## src/rtl/mdu_instr_decoder_pkg.sv

```systemverilog
// ============================================================================
// Module      : mdu_instr_decoder_pkg
// Description : Opcode/funct constants and MDU control codes for the E-stage
//               multiply/divide decoder.
// Revision    : 1.0 - initial release
// ============================================================================
`default_nettype none

package mdu_instr_decoder_pkg;

    localparam logic [5:0] SPECIAL  = 6'b000000;

    localparam logic [5:0] F_MFHI   = 6'h10;
    localparam logic [5:0] F_MTHI   = 6'h11;
    localparam logic [5:0] F_MFLO   = 6'h12;
    localparam logic [5:0] F_MTLO   = 6'h13;
    localparam logic [5:0] F_MULT   = 6'h18;
    localparam logic [5:0] F_MULTU  = 6'h19;
    localparam logic [5:0] F_DIV    = 6'h1A;
    localparam logic [5:0] F_DIVU   = 6'h1B;

    localparam logic [3:0] WNONE    = 4'd0;
    localparam logic [3:0] WHI      = 4'd1;
    localparam logic [3:0] WLO      = 4'd2;

    localparam logic [3:0] NONE      = 4'd0;
    localparam logic [3:0] SIGN_MULT = 4'd1;
    localparam logic [3:0] ZERO_MULT = 4'd2;
    localparam logic [3:0] SIGN_DIV  = 4'd3;
    localparam logic [3:0] ZERO_DIV  = 4'd4;

    localparam logic [1:0] RNONE    = 2'd0;
    localparam logic [1:0] RHI      = 2'd1;
    localparam logic [1:0] RLO      = 2'd2;

endpackage : mdu_instr_decoder_pkg

`default_nettype wire

```

## src/rtl/mdu_instr_decoder.sv

```systemverilog
// ============================================================================
// Module      : mdu_instr_decoder
// Description : Combinational E-stage decode of MDU instructions plus a sticky
//               flag recording reserved MDU-group funct encodings.
// Revision    : 1.0 - initial release
// ============================================================================
`default_nettype none

module mdu_instr_decoder
    import mdu_instr_decoder_pkg::*;
#(
    parameter logic [5:0] OP_SPECIAL = SPECIAL
) (
    input  logic        clk,
    input  logic        reset,
    input  logic [31:0] Instr,
    output logic [3:0]  MDUwrite,
    output logic [3:0]  MDUcal,
    output logic        start,
    output logic [1:0]  MDUread,
    output logic        use_mdu,
    output logic        ri,
    output logic        ri_seen
);

    logic [5:0] opcode;
    logic [5:0] funct;
    logic       ri_seen_q;
    logic       ri_seen_d;
    logic       unused_fields;

    assign opcode        = Instr[31:26];
    assign funct         = Instr[5:0];
    assign unused_fields = ^Instr[25:6];

    always_comb begin
        MDUwrite = WNONE;
        MDUcal   = NONE;
        MDUread  = RNONE;
        use_mdu  = 1'b0;
        ri       = 1'b0;
        if (opcode == OP_SPECIAL) begin
            case (funct)
                F_MFHI:  begin MDUread  = RHI;       use_mdu = 1'b1; end
                F_MTHI:  begin MDUwrite = WHI;       use_mdu = 1'b1; end
                F_MFLO:  begin MDUread  = RLO;       use_mdu = 1'b1; end
                F_MTLO:  begin MDUwrite = WLO;       use_mdu = 1'b1; end
                F_MULT:  begin MDUcal   = SIGN_MULT; use_mdu = 1'b1; end
                F_MULTU: begin MDUcal   = ZERO_MULT; use_mdu = 1'b1; end
                F_DIV:   begin MDUcal   = SIGN_DIV;  use_mdu = 1'b1; end
                F_DIVU:  begin MDUcal   = ZERO_DIV;  use_mdu = 1'b1; end
                // Holes in the 0x10-0x1F MDU group are reserved encodings
                6'h14, 6'h15, 6'h16, 6'h17,
                6'h1C, 6'h1D, 6'h1E, 6'h1F: ri = 1'b1;
                default: ;
            endcase
        end
    end

    assign start = (MDUcal != NONE);

    always_comb begin
        ri_seen_d = ri_seen_q;
        if (ri) begin
            ri_seen_d = 1'b1;
        end
    end

    always_ff @(posedge clk) begin
        if (reset) begin
            ri_seen_q <= 1'b0;
        end else begin
            ri_seen_q <= ri_seen_d;
        end
    end

    assign ri_seen = ri_seen_q;

endmodule : mdu_instr_decoder

`default_nettype wire

```

## config.mk

```make
export PLATFORM = sky130hd
export DESIGN_NAME = mdu_instr_decoder
export DESIGN_NICKNAME = d
export VERILOG_FILES = /design/src/rtl/mdu_instr_decoder_pkg.sv /design/src/rtl/mdu_instr_decoder.sv
export SDC_FILE = /design/constraint.sdc
export NUM_CORES = 1
export LEC_CHECK = 0
export ABC_AREA = 0
export BUFFER_PORTS_ARGS = -buffer_cell sky130_fd_sc_hd__buf_2
export CAP_MARGIN = 20
export CELL_PAD_IN_SITES_DETAIL_PLACEMENT = 1
export CELL_PAD_IN_SITES_GLOBAL_PLACEMENT = 2
export CORE_MARGIN = 2
export CORE_UTILIZATION = 10
export DETAILED_ROUTE_END_ITERATION = 10
export PLACE_DENSITY = 0.95
export SYNTH_ARGS = -nofsm -noshare
export SYNTH_HDL_FRONTEND = slang
export SYNTH_SLANG_ARGS = --single-unit
export TNS_END_PERCENT = 100
```

## constraint.sdc

```tcl
create_clock -name clk -period 1.5 [get_ports clk]
set_clock_uncertainty 0.2 [all_clocks]
set_input_delay 0.3 -clock clk [delete_from_list [all_inputs] [get_ports clk]]
set_output_delay 0.3 -clock clk [all_outputs]
set_load 0.02 [all_outputs]
```

==> results by group <==
Setup path
  • Required @ worst endpoint: 1.00 ns
  • Capture point of the worst path: MDUwrite[0]
  • Start point of the critical path: Instr[27]
  • Crit-path cells: buf_6, nor4b_4, nand3_4, nor3b_4, buf_6
  • Buffers & Inverters on Critical Path: 2
  • Worst Path Arrival: 1.33 ns
  • Type of origin of the critical path: input port
  • Largest stage delay on the critical path: just under 0.4 ns
  • Cell family with most CP delay: simple AND/OR/NAND/NOR gates
  • Count of cells along the worst register-to-register path: 2
  • Element type at the critical path end: primary output
  • Number of logic stages on the critical path including buffering: 5
  • Cell with the largest stage delay on the worst path: sky130_fd_sc_hd__nor4b_4
  • Startpoint of the worst register-to-register path: ri_seen
  • Most Frequent Cell on Critical Path: sky130_fd_sc_hd__buf_6
  • Reg-to-reg setup timing slack: 0.71 ns
  • Critical path class: in -> out
  • CP Max Fanout: 4
  • RR Endpoint: ri_seen

Timing
  • Worst hold margin: roughly 0.27 ns
  • Final-report hold violation count: 0
  • Setup TNS: -2.761 ns
  • RSZ-0062 raised after global routing: true
  • Number of max-slew violations in the final report: 0
  • Shortest period the worst path allows: 1.827 ns
  • FMAX: 547.2 MHz
  • Min setup slack post-route: -0.3275 ns
  • Final setup violation count: 10
  • Final period utilization: 121.8%

Global route
  • Global Route Usage Sum: 6.049%
  • Remaining Overflow, GRT: 0
  • Vias in the first global route: 273
  • Maximum number of pins on one net before global-route repair: 7
  • Number of antenna violations at the first check in global routing: 0
  • First-pass GRT wire length: 1200 um

Cells and area
  • Share of cells above drive strength 1: between 70% and 80%
  • Count of inserted antenna diode cells: 0
  • Fin util: 24.41%
  • Area delta synth->final: 132.9%
  • Number of flip-flops in the largest register: 1
  • Final instance area: approximately 470 sq um
  • Final-stage net count: 87

Synth
  • Synth Flop Type: sky130_fd_sc_hd__dfxtp_1
  • Synth Register Bits: 1
  • Proportion of synthesized chip area in sequential cells: 9.938%
  • Mapped Cells: 26
  • Ys async rst share: 0%
  • Mean instance size in the synthesized netlist: approximately 7.7 sq um
  • Count leader, synth: sky130_fd_sc_hd__nor2_1
  • Post-synth design cell area: just over 200 sq um
  • Area fraction of the dominant cell type after synthesis: 12.42%
  • Area leader, netlist: sky130_fd_sc_hd__nor3b_2
  • Most common library cells after synthesis: sky130_fd_sc_hd__nor2_1 (6), sky130_fd_sc_hd__nor3_1 (4), sky130_fd_sc_hd__buf_4 (3), sky130_fd_sc_hd__nand2_1 (2), sky130_fd_sc_hd__nor3b_2 (2)
  • Post-synth EDFFs: 0
  • Cell types with the largest area share after synthesis: sky130_fd_sc_hd__nor3b_2 (12%), sky130_fd_sc_hd__nor4b_4 (12%), sky130_fd_sc_hd__buf_4 (11%), sky130_fd_sc_hd__nor2_1 (11%), sky130_fd_sc_hd__nor4_4 (11%)
  • Yosys warns: 0
  • Number of library cell types mapped by synthesis: 14

Drt
  • Sum of routed wire length over all layers: 761 um
  • Routed length per instance: 9.756 um
  • Post-DRT Antenna Nets: 0
  • Number of design rule violations left after detail routing: 0
  • First DRT Iteration DRCs: 0
  • Vias per inst: 3.231
  • Length of the first detailed-routing pass in iterations: 1
  • Via total after detailed routing: 252

Place
  • # port buffers: 24
  • GP Congestion: 0.5886
  • Cell Area, Placed: about 400 sq um
  • Detailed placer's ending HPWL: 662 um

Floorplan
  • Initial core utilization: 10.48%
  • Area of the core: 0.001922 sq mm
  • Die area: 0.002389 sq mm
  • Die Width: 48.88 um
  • Die H: 48.88 um
  • Total I/O pin count: 48
  • Row count: 16

Power and ir drop
  • Power density over cell area: 198.6 mW/mm^2
  • IR Drop Worst-Case VDD: roughly 100 uV
  • Switching power of the nets: 34.98 uW
  • Net switching fraction of the power: ~38%
  • Power share of the sequential group: 29.2%
  • Int Power: 58.21 uW
  • P_leak: 0.2130 nW
  • Clock Power Share: 0%
  • Share of power burned in combinational logic: 70.8%

CTS
  • Clock transition at the register clock pins on the worst setup and hold paths after CTS: 0 ns
  • Hold buffer count at CTS: 0
  • Clock latency at the later pin of the worst-skew pair: 0 ns

Outcome
  • Run status: complete, but fails checks
  • Violations in the final reports: negative setup slack

Job
  • Number of maximum-capacitance constraint violations: 0

Worst hold path
  • Count of cells along the worst hold path: 2
  • Worst Hold Class: reg -> reg
[routing by layer]
metal | part of all wire, % | track usage, %
met3 | 4.5 | 0.3067
met2 | 62 | 13.93
met1 | 34 | 5.948
met4 | 0 | 0
met5 | 0 | 0
[cell families (layout without fill, tap and decap cells)]
group | count (synthesis) | count (layout) | synth area share, %
simple gates | 18 | 18 | 67.70
buf+inv | 4 | 27 | 13.04
other cells | 1 | 3 | 1.862
compound gates | 1 | 1 | 3.108
xor+xnor | 1 | 1 | 4.349
flops | 1 | 1 | 9.938
[what timing repair did]
| action | 4_1_cts | 5_1_grt |
|---|---|---|
| endpoints found under the setup margin | 10 | 10 |
| buffers inserted | 0 | 0 |
| resized for setup | 19 | 0 |
| pin swaps | 8 | 4 |
[how the worst min path moves through the flow]
stage / startpoint / end / slack (ns)
2_1_floorplan: reset / ri_seen / 0.17
3_3_place_gp: reset / ri_seen / 0.26
3_5_place_dp: reset / ri_seen / 0.27
4_1_cts: reset / ri_seen / 0.27
5_1_grt: reset / ri_seen / 0.29
6_report: ri_seen / ri_seen / 0.27
[area by class of cell]
class                   instances  area, sq um
inverters                       1        3.754
flip-flops and latches          1        20.02
well taps                      27        33.78
multi-input cells              23        211.5
repair buffers                 26        200.2
fillers                       255         1453
[power groups by stage]
stage / Clock (mW) / Combinational [mW] / Sequential (mW)
floorplan: 0 / 0.0297 / 0.0273
global placement: 0 / 0.0574 / 0.0272
detailed placement: 0 / 0.0585 / 0.0272
CTS: 0 / 0.0668 / 0.0272
global route: 0 / 0.0713 / 0.0272
finish: 0 / 0.0660 / 0.0272
[cells in the final DEF, fill, tap and decap left out]
cell / count
sky130_fd_sc_hd__conb_1: 3
sky130_fd_sc_hd__nor2_2: 1
sky130_fd_sc_hd__buf_6: 8
sky130_fd_sc_hd__nor3_2: 3
sky130_fd_sc_hd__nor2_1: 5
sky130_fd_sc_hd__nand3_4: 1
sky130_fd_sc_hd__nor3_4: 1
sky130_fd_sc_hd__buf_4: 8
sky130_fd_sc_hd__nand2_1: 2
sky130_fd_sc_hd__nor4_4: 1
sky130_fd_sc_hd__nor4b_4: 1
sky130_fd_sc_hd__inv_1: 1
sky130_fd_sc_hd__nand2_2: 1
sky130_fd_sc_hd__a31oi_1: 1
sky130_fd_sc_hd__xnor2_1: 1
sky130_fd_sc_hd__dfxtp_1: 1
sky130_fd_sc_hd__nor3b_4: 2
sky130_fd_sc_hd__buf_2: 10
[per-stage QoR]
step                      worst slack (ns)  instances  power (mW)
after floorplan                    -0.1601         28     0.05700
after global placement             -0.3855         78     0.08461
after detailed placement           -0.4305         78     0.08570
after CTS                          -0.3537         78     0.09401
after global routing               -0.3923         78     0.09858
final                              -0.3275         78     0.09320
[tightest hold or removal path, stage by stage (launching register included)]
cell,delay (ns)
sky130_fd_sc_hd__dfxtp_1,0.31
sky130_fd_sc_hd__a31oi_1,0.04
sky130_fd_sc_hd__nor2_1,0.07
Note: power is estimated with default switching activity, not from simulation.
